**src/rtl/n64_poll_sequencer_if.sv**
```systemverilog
// Signal bundle between the board top level and the N64 poll sequencer.
// The link pin pair (Data_In/Data_Oe) travels with the control and status signals.
interface n64_poll_sequencer_if;
    logic        Enable;
    logic        Poll_Now;
    logic        Data_In;
    logic        Data_Oe;
    logic        Rx_Enable;
    logic        Busy;
    logic [31:0] Buttons;
    logic        Valid;
    logic        Timeout;

    modport master (
        output Enable, Poll_Now, Data_In,
        input  Data_Oe, Rx_Enable, Busy, Buttons, Valid, Timeout
    );

    modport slave (
        input  Enable, Poll_Now, Data_In,
        output Data_Oe, Rx_Enable, Busy, Buttons, Valid, Timeout
    );
endinterface

```
**src/rtl/n64_poll_sequencer.sv**
```systemverilog
// N64 controller link transaction controller: sends the 0x01 status poll, then
// receives and publishes the 32-bit reply, aborting if the controller goes quiet.
module n64_poll_sequencer #(
    parameter int CYC_PER_US  = 12,
    parameter int POLL_CYCLES = 200000,
    parameter int TIMEOUT_US  = 200
) (
    input logic                   clk,
    input logic                   Reset,
    n64_poll_sequencer_if.slave   bus
);

    localparam int BIT_CYC = 4 * CYC_PER_US;
    localparam int CW      = $clog2(BIT_CYC);
    localparam int TO_CYC  = TIMEOUT_US * CYC_PER_US;
    localparam int TW      = $clog2(TO_CYC + 1);
    localparam int PW      = $clog2(POLL_CYCLES + 1);

    localparam logic [CW-1:0] BIT_LAST  = CW'(BIT_CYC - 1);
    localparam logic [CW-1:0] ONE_US    = CW'(CYC_PER_US);
    localparam logic [CW-1:0] THREE_US  = CW'(3 * CYC_PER_US);
    localparam logic [CW-1:0] US_LAST   = CW'(CYC_PER_US - 1);
    localparam logic [CW-1:0] SAMP_LAST = CW'(2 * CYC_PER_US - 1);
    localparam logic [TW-1:0] TO_LOAD   = TW'(TO_CYC - 1);
    localparam logic [PW-1:0] POLL_LAST = PW'(POLL_CYCLES - 1);

    localparam logic [2:0] IDLE    = 3'd0;
    localparam logic [2:0] TX_BIT  = 3'd1;
    localparam logic [2:0] TX_STOP = 3'd2;
    localparam logic [2:0] RX_WAIT = 3'd3;
    localparam logic [2:0] RX_SAMP = 3'd4;
    localparam logic [2:0] DONE    = 3'd5;
    localparam logic [2:0] ABORT   = 3'd6;

    logic [2:0]    state;
    logic          sync_q0;
    logic          sync_q1;
    logic [PW-1:0] poll_cnt;
    logic [CW-1:0] bit_cnt;
    logic [4:0]    bit_idx;
    logic [TW-1:0] to_cnt;
    logic [31:0]   shift_reg;

    logic          fall;
    logic          start;
    logic          bit_last;
    logic [CW-1:0] cnt_nxt;
    logic [4:0]    idx_nxt;
    logic          oe_nxt;

    // Data_Oe is registered, so the TX drive level is computed for the coming cycle.
    always_comb begin
        fall     = sync_q1 & ~sync_q0;
        start    = (state == IDLE) && (bus.Poll_Now || (poll_cnt == POLL_LAST));
        bit_last = (bit_cnt == BIT_LAST);
        cnt_nxt  = bit_last ? '0 : bit_cnt + CW'(1);
        idx_nxt  = bit_last ? bit_idx + 5'd1 : bit_idx;
        oe_nxt   = cnt_nxt < ((idx_nxt == 5'd7) ? ONE_US : THREE_US);
    end

    always_ff @(posedge clk or negedge Reset) begin
        if (!Reset) begin
            sync_q0 <= 1'b1;
            sync_q1 <= 1'b1;
        end else begin
            sync_q0 <= bus.Data_In;
            sync_q1 <= sync_q0;
        end
    end

    // The interval only accumulates idle time, so a poll never queues behind a busy one.
    always_ff @(posedge clk or negedge Reset) begin
        if (!Reset) begin
            poll_cnt <= '0;
        end else if ((state != IDLE) || start || !bus.Enable) begin
            poll_cnt <= '0;
        end else begin
            poll_cnt <= poll_cnt + PW'(1);
        end
    end

    always_ff @(posedge clk or negedge Reset) begin
        if (!Reset) begin
            state         <= IDLE;
            bit_cnt       <= '0;
            bit_idx       <= '0;
            to_cnt        <= '0;
            shift_reg     <= '0;
            bus.Data_Oe   <= 1'b0;
            bus.Rx_Enable <= 1'b0;
            bus.Busy      <= 1'b0;
            bus.Buttons   <= '0;
            bus.Valid     <= 1'b0;
            bus.Timeout   <= 1'b0;
        end else begin
            bus.Valid   <= 1'b0;
            bus.Timeout <= 1'b0;
            case (state)
                IDLE: begin
                    if (start) begin
                        state       <= TX_BIT;
                        bus.Busy    <= 1'b1;
                        bus.Data_Oe <= 1'b1;
                        bit_cnt     <= '0;
                        bit_idx     <= '0;
                        shift_reg   <= '0;
                    end
                end
                TX_BIT: begin
                    if (bit_last && (bit_idx == 5'd7)) begin
                        state       <= TX_STOP;
                        bit_cnt     <= '0;
                        bus.Data_Oe <= 1'b1;
                    end else begin
                        bit_cnt     <= cnt_nxt;
                        bit_idx     <= idx_nxt;
                        bus.Data_Oe <= oe_nxt;
                    end
                end
                TX_STOP: begin
                    if (bit_cnt == US_LAST) begin
                        state         <= RX_WAIT;
                        bus.Data_Oe   <= 1'b0;
                        bus.Rx_Enable <= 1'b1;
                        to_cnt        <= TO_LOAD;
                        bit_idx       <= '0;
                    end else begin
                        bit_cnt <= bit_cnt + CW'(1);
                    end
                end
                RX_WAIT: begin
                    if (fall) begin
                        state   <= RX_SAMP;
                        bit_cnt <= '0;
                        to_cnt  <= TO_LOAD;
                    end else if (to_cnt == '0) begin
                        state <= ABORT;
                    end else begin
                        to_cnt <= to_cnt - TW'(1);
                    end
                end
                // Sampling mid-cell separates a 1 us low (one) from a 3 us low (zero).
                RX_SAMP: begin
                    if (bit_cnt == SAMP_LAST) begin
                        shift_reg <= {shift_reg[30:0], sync_q0};
                        if (bit_idx == 5'd31) begin
                            state <= DONE;
                        end else begin
                            bit_idx <= bit_idx + 5'd1;
                            state   <= RX_WAIT;
                        end
                    end else begin
                        bit_cnt <= bit_cnt + CW'(1);
                    end
                end
                DONE: begin
                    bus.Buttons   <= shift_reg;
                    bus.Valid     <= 1'b1;
                    bus.Busy      <= 1'b0;
                    bus.Rx_Enable <= 1'b0;
                    state         <= IDLE;
                end
                ABORT: begin
                    bus.Timeout   <= 1'b1;
                    bus.Busy      <= 1'b0;
                    bus.Rx_Enable <= 1'b0;
                    state         <= IDLE;
                end
                default: begin
                    state         <= IDLE;
                    bus.Data_Oe   <= 1'b0;
                    bus.Rx_Enable <= 1'b0;
                    bus.Busy      <= 1'b0;
                end
            endcase
        end
    end

endmodule
```
**src/flat_wrapper.sv**
```systemverilog
// flat-port wrapper written by rule: the top's interface ports become plain ports
module n64_poll_sequencer_flat 
#(
    parameter int CYC_PER_US  = 12,
    parameter int POLL_CYCLES = 200000,
    parameter int TIMEOUT_US  = 200
)
  (clk, Reset, bus_Enable, bus_Poll_Now, bus_Data_In, bus_Data_Oe, bus_Rx_Enable, bus_Busy, bus_Buttons, bus_Valid, bus_Timeout);
  n64_poll_sequencer_if bus_i ();
  input logic clk;
  input logic Reset;
  input wire logic [$bits(bus_i.Enable)-1:0] bus_Enable;
  input wire logic [$bits(bus_i.Poll_Now)-1:0] bus_Poll_Now;
  input wire logic [$bits(bus_i.Data_In)-1:0] bus_Data_In;
  output wire logic [$bits(bus_i.Data_Oe)-1:0] bus_Data_Oe;
  output wire logic [$bits(bus_i.Rx_Enable)-1:0] bus_Rx_Enable;
  output wire logic [$bits(bus_i.Busy)-1:0] bus_Busy;
  output wire logic [$bits(bus_i.Buttons)-1:0] bus_Buttons;
  output wire logic [$bits(bus_i.Valid)-1:0] bus_Valid;
  output wire logic [$bits(bus_i.Timeout)-1:0] bus_Timeout;
  assign bus_i.Enable = bus_Enable;
  assign bus_i.Poll_Now = bus_Poll_Now;
  assign bus_i.Data_In = bus_Data_In;
  assign bus_Data_Oe = bus_i.Data_Oe;
  assign bus_Rx_Enable = bus_i.Rx_Enable;
  assign bus_Busy = bus_i.Busy;
  assign bus_Buttons = bus_i.Buttons;
  assign bus_Valid = bus_i.Valid;
  assign bus_Timeout = bus_i.Timeout;
  n64_poll_sequencer #(.CYC_PER_US(CYC_PER_US), .POLL_CYCLES(POLL_CYCLES), .TIMEOUT_US(TIMEOUT_US)) u_core (.clk(clk), .Reset(Reset), .bus(bus_i));
endmodule
```
**config.mk**
```make
export PLATFORM = sky130hd
export DESIGN_NAME = n64_poll_sequencer_flat
export DESIGN_NICKNAME = d
export VERILOG_FILES = /design/src/rtl/n64_poll_sequencer_if.sv /design/src/rtl/n64_poll_sequencer.sv /design/src/flat_wrapper.sv
export SDC_FILE = /design/constraint.sdc
export NUM_CORES = 1
export LEC_CHECK = 0
export BUFFER_PORTS_ARGS = -buffer_cell sky130_fd_sc_hd__buf_2
export CORE_ASPECT_RATIO = 0.7
export CORE_MARGIN = 1
export CORE_UTILIZATION = 30
export CTS_CLUSTER_SIZE = 24
export DETAILED_ROUTE_END_ITERATION = 7
export GPL_TIMING_DRIVEN = 0
export SETUP_SLACK_MARGIN = 0.02
export SYNTH_ARGS = -nofsm -noshare
export SYNTH_HDL_FRONTEND = slang
export SYNTH_SLANG_ARGS = --single-unit
export TNS_END_PERCENT = 1
```
**constraint.sdc**
```tcl
create_clock -name clk -period 5.5 [get_ports clk]
set_input_delay 0 -clock clk [delete_from_list [all_inputs] [get_ports clk]]
set_output_delay 0 -clock clk [all_outputs]
set_load 0.05 [all_outputs]
```
==> flow_summary.ini, run 1 <==
[clocking]
clkSlewWorstSetupHoldPaths_ps = 60
cts_tree = yes
cts_resized = 0
numCtsBuffers = 17
htree_levels = 4
clk_latency_ps = 410
cts_root_buf = clkbuf_16
clock_path_buffers = 2
clkSinkCount = 115

[worst_setup_path]
crit_required_ps = 5860
crit_path_max_incr_delay_ps = 430
worstRegToRegCells = 13
reg2reg_from = u_core.bit_idx[0]
end_kind = flip-flop
cp_top_family = simple AND/OR/NAND/NOR gates
crit_top_cell = ha_1
timing.critical_path.from = u_core.bit_idx[0]
cp.depth = 13
critPathBufInv = 0
cp-start-kind = flip-flop
slowest_stage = dfrtp_1
worst-setup-path-type = flip-flop to flip-flop
worstPathArrival_ps = 3750
crit_chain = ha_1 > and3_1 > ha_1 > nor4b_1 > nand3_1 > nor2_1 > o21ai_0 > o21a_1 > ha_1 > and3_1 > a2111oi_0 > a32o_1 > mux2_2
crit_fanout = 6

[layout]
fin_cells = 837
layout_common_cells = nand2_1, dfrtp_1, buf_2
synthToLayoutAreaGrowth_pct = 21.5
n_fill_cell = 1733
seqCellArea_sq_um = 2880
final_nets = 605
layout_commonest_cell = nand2_1
multi_input_area_sq_um = 2330
layout-drive-gt1-share_pct = 17.2
antennaDiodeCount = 0

[routing]
num_vias = 4189
via_per_inst = 5.00
drt_iter0_drc = 261
postRouteAntennaNets = 0
wirelength_um = 12000
first_pass_iters = 4
wl_per_cell_um = 14.4
drc = 0

[sta]
fin_hold_ws_ps = 116
achievable-frequency_mhz = 295
hold_violations = 0
fin_crit_ps = 3400
setup_viol = 0
slew_headroom_pct = 55.8
skew_ps = 6.80
finalCritPeriodShare_pct = 61.7
fin_tns_setup_ps = 0
tightestPinTransition_ps = 660
slew_violations = 0
rsz0062_at_grt = false

[yosys]
ys_seq_area_share_pct = 53.8
synth-seq-cells = 115
ys_async_sr_fraction_pct = 100
yosysWarningCount = 0
avgSynthCellArea_sq_um = 10.1
synthCells = 528
syn_area_sq_um = 5350
ys.flop_type = dfrtp_1
synth_edf_count = 0
synthDistinctLibCells = 67
syn_nets = 540

[grt]
grt_overflow = 0
grt_pass1_vias = 4190
grt_max_degree = 94
gr-usage-all-layers_pct = 14.1
antenna_found_initial = 0
grt_first_pass_wirelength_um = 20700

[worst_hold_path]
min_path_type = input port to flip-flop
hp-start = bus_Enable
holdPathStages = 3

[floorplan]
core-area_sq_um = 17300
die_h_um = 114
fp-row-count = 40
floorplan.die_area_sq_um = 18400
start_util_pct = 30.9
dieWidth_um = 162
ios = 42

[power_and_ir_drop]
power_uw = 2810
ir_drop_v = 0.000182
p_leak_uw = 0.00303
p_per_area_nw_per_um2 = 432

[run_status]
status = complete, no violations

[placed_design]
port_buffers = 41
dp_hpwl_um = 8320
gp_congestion = 0.795
place_inst = 801

[flow_run]
maxCapViolCount = 0
[per-layer routing]
metal / share of wire (%) / vias up / track usage [%]
met2: 44 / 95 / 20.6
li1: - / 2025 / -
met1: 50 / 2052 / 20.1
met5: 0 / - / 0
met3: 4.1 / 17 / 3.89
met4: 1.3 / 0 / 5.09
[final timing paths]
path / slack, ps / endpoint
max: 2100 / u_core.bus.Data_Oe
min reg2reg: 390 / u_core.sync_q1
max in group asynchronous: 4040 / u_core.bit_cnt[4]
min: 120 / u_core.poll_cnt[9]
min in group asynchronous: 520 / u_core.shift_reg[15]
max reg2reg: 2100 / u_core.bus.Data_Oe
[layout make-up]
class | count | area share (%)
tap | 231 | 4.44
inverter | 9 | 0.519
buffer | 24 | 1.63
clock inverter | 15 | 2.42
clock buffer | 17 | 6.54
timing repair buffer | 46 | 4.29
sequential | 115 | 44.3
multi-input combinational | 380 | 35.9
[where the power goes]
part | leakage (uW) | switching [uW] | internal [uW]
Sequential | 0.00155 | 59.8 | 911
Clock | 0.000276 | 417 | 669
Combinational | 0.00121 | 503 | 249
Total | 0.00303 | 980 | 1830
[through the flow]
step	setup WS, ps	area, sq um	util [%]
2_1_floorplan	2550	5350	-
3_3_place_gp	2300	5850	33.8
3_5_place_dp	2160	5880	34.0
4_1_cts	2110	6500	37.6
5_1_grt	1800	6500	37.6
6_report	2100	6500	37.6
[worst min-delay path: stages]
cell and delay, ps:
buf_2 110, o211ai_1 310, a21oi_1 70
[cells in the mapped netlist, types with 2 or more instances]
cell | instances | area (sq um)
a21boi_0 | 3 | 22.5
a21oi_1 | 13 | 65.1
a22o_1 | 35 | 307
a31oi_1 | 2 | 12.5
a32o_1 | 7 | 70.1
a41oi_1 | 3 | 26.3
and2_1 | 5 | 31.3
and3_1 | 10 | 62.6
and4_1 | 2 | 17.5
buf_2 | 10 | 50.1
clkbuf_1 | 12 | 45.0
dfrtp_1 | 113 | 2830
dfstp_2 | 2 | 52.6
ha_1 | 7 | 87.6
inv_1 | 9 | 33.8
mux2_2 | 2 | 22.5
mux2i_1 | 3 | 30.0
nand2_1 | 120 | 450
nand2_2 | 2 | 12.5
nand2b_1 | 7 | 43.8
nand3_1 | 20 | 100
nand3b_1 | 3 | 22.5
nand4_1 | 4 | 25.0
nor2_1 | 28 | 105
nor2b_1 | 4 | 25.0
nor3_1 | 5 | 25.0
nor4_1 | 4 | 25.0
nor4b_1 | 2 | 17.5
o211ai_1 | 5 | 37.5
o21a_1 | 2 | 15.0
o21ai_0 | 12 | 60.1
o21ai_1 | 8 | 40.0
o31ai_1 | 4 | 30.0
or3_1 | 7 | 43.8
or4_1 | 5 | 37.5
xnor2_1 | 10 | 87.6
xor2_1 | 8 | 70.1
[logic make-up after synthesis]
family	Yosys count	synth area share, %
flops	115	53.8
xor+xnor	18	2.94
buf+inv	33	2.62
mux	5	0.982
compound gates	108	15.4
fa+ha+maj	7	1.64
simple gates	242	22.6
[repair_timing]
action | in CTS | in global routing
hold buffers | 4 | 0
hold endpoints to repair | 115 | 0
setup buffers | 0 | 0
Power figures use the tool's default switching activity.
==> run 2: changes to the inputs <==
==> constraint.sdc (replaced) <==
create_clock -name clk -period 2.9 [get_ports clk]
set_input_delay 0 -clock clk [delete_from_list [all_inputs] [get_ports clk]]
set_output_delay 0 -clock clk [all_outputs]
set_load 0.05 [all_outputs]
==> flow_summary.ini, run 2 (synthesis results as in run 1) <==
[placed_design]
place_area_sq_um = 5890
place_inst = 801
gp_congestion = 0.771
port_buffers = 41
dp_hpwl_um = 8450

[sta]
fin_crit_ps = 2780
slew_headroom_pct = 55.0
finalCritPeriodShare_pct = 95.8
hold_violations = 0
rsz0062_at_grt = true
setup_viol = 0
achievable-frequency_mhz = 360
fin_hold_ws_ps = 101
skew_ps = 7.25
tightestPinTransition_ps = 673
slew_violations = 0

[floorplan]
core-area_sq_um = 17300
start_util_pct = 30.9
dieWidth_um = 162
die_h_um = 114
fp-row-count = 40
ios = 42
floorplan.die_area_sq_um = 18400

[layout]
n_fill_cell = 1730
layout_commonest_cell = nand2_1
fin_cells = 839
layout_common_cells = nand2_1, dfrtp_1, buf_2
final_area_sq_um = 6630
final_nets = 607
synthToLayoutAreaGrowth_pct = 23.9
layout-drive-gt1-share_pct = 18.6
antennaDiodeCount = 0

[worst_setup_path]
r2r-end = u_core.bus.Data_Oe
crit_required_ps = 3200
crit_path_max_incr_delay_ps = 420
cp-start-kind = flip-flop
crit_chain = ha_4 > and3_4 > ha_4 > nor4b_4 > nand3_1 > nor2_1 > o21ai_1 > o21a_1 > ha_4 > and3_4 > a2111oi_4 > a32o_1 > mux2_2
rrSetupSlack_ps = 120
reg2reg_from = u_core.bit_idx[0]
end_kind = flip-flop
crit_top_cell = ha_4
worst-setup-path-type = flip-flop to flip-flop
critPathBufInv = 0
slowest_stage = dfrtp_2
cp_top_family = simple AND/OR/NAND/NOR gates
crit_fanout = 2
worstRegToRegCells = 13
worstPathArrival_ps = 3080

[run_status]
status = complete, no violations

[power_and_ir_drop]
ir_drop_v = 0.000380
p_leak_uw = 0.00307
power_uw = 5510
p_per_area_nw_per_um2 = 830

[routing]
drt_iter0_drc = 299
drc = 0
via_per_inst = 5.02
num_vias = 4212
wl_per_cell_um = 14.8
postRouteAntennaNets = 0
first_pass_iters = 7
wirelength_um = 12400

[clocking]
htree_levels = 4
cts_root_buf = clkbuf_16
clk_latency_ps = 410
cts_tree = yes
clkSinkCount = 115
clock_path_buffers = 2
clkSlewWorstSetupHoldPaths_ps = 50
numCtsBuffers = 17

[worst_hold_path]
min_path_type = input port to async pin

[grt]
grt_pass1_vias = 4153
gr-usage-all-layers_pct = 14.4
grt_max_degree = 65
antenna_found_initial = 0
grt_first_pass_wirelength_um = 20900
grt_overflow = 0

[flow_run]
maxCapViolCount = 0
==> run 2: cell count changes in the layout (fill, tap and decap cells not counted), moves of 3 or more <==
cell / change
buf_4: +4
clkbuf_1: +4
ha_1: -4
clkinvlp_4: -3
ha_4: +3
inv_6: -3
==> run 2: worst max-delay path by stage <==
stage / end / cells after the start / start
after floorplan: u_core.bus.Data_Oe / 13 / u_core.bit_idx[0]
after global placement: u_core.bus.Data_Oe / 13 / u_core.bit_idx[0]
after detailed placement: u_core.bus.Data_Oe / 13 / u_core.bit_idx[0]
after CTS: u_core.bus.Data_Oe / 12 / u_core.bit_idx[0]
after global routing: u_core.bus.Data_Oe / 13 / u_core.bit_idx[0]
final: u_core.bus.Data_Oe / 13 / u_core.bit_idx[0]
==> run 2: routing by layer <==
metal	share of wire (%)	vias up	track usage (%)
met2	44	64	21.5
met1	51	2105	19.9
li1	-	2028	-
met4	1.1	0	5.47
met5	0	-	0
met3	3.1	15	4.11
==> run 2: worst reg2reg max path: cells and delay by family, from the launching register on <==
| family | cells | cell delay [ps] |
|---|---|---|
| simple gates | 5 | 830 |
| fa+ha+maj | 3 | 660 |
| compound gates | 4 | 500 |
| flops | 1 | 420 |
| mux | 1 | 260 |
==> run 2: area by class of cell <==
cell class                 instances  area [sq um]  area share [%]
clock inverter                    10           156            2.36
tap                              231           289            4.36
buffer                            24           106            1.60
inverter                           9          33.8           0.509
sequential                       115          2880            43.5
clock buffer                      22           454            6.85
multi-input combinational        380          2420            36.5
timing repair buffer              48           289            4.36
==> run 2: what timing repair did <==
action / CTS / global route
gates resized for setup: 8 / 4
pin swaps: 5 / 6
setup endpoints to repair: 1 / 1
buffers inserted: 4 / 0
hold endpoints to repair: 59 / 0
hold buffers: 2 / 0
==> run 2: where the power goes <==
part	switching (uW)	internal, uW	total, uW
logic	968	518	1490
clock network	722	1450	2180
registers	114	1730	1840
total	1800	3700	5510
==> run 2: per-stage QoR <==
| step | utilization, % | worst slack (ps) | TNS [ps] |
|---|---|---|---|
| 6_report | 38.3 | 121 | 0 |
| 5_1_grt | 38.3 | -11.0 | -11.0 |
| 4_1_cts | 38.1 | 28.3 | 0 |
| 3_5_place_dp | 34.0 | -293 | -293 |
| 3_3_place_gp | 33.8 | -198 | -198 |
| 2_1_floorplan | - | 26.5 | 0 |
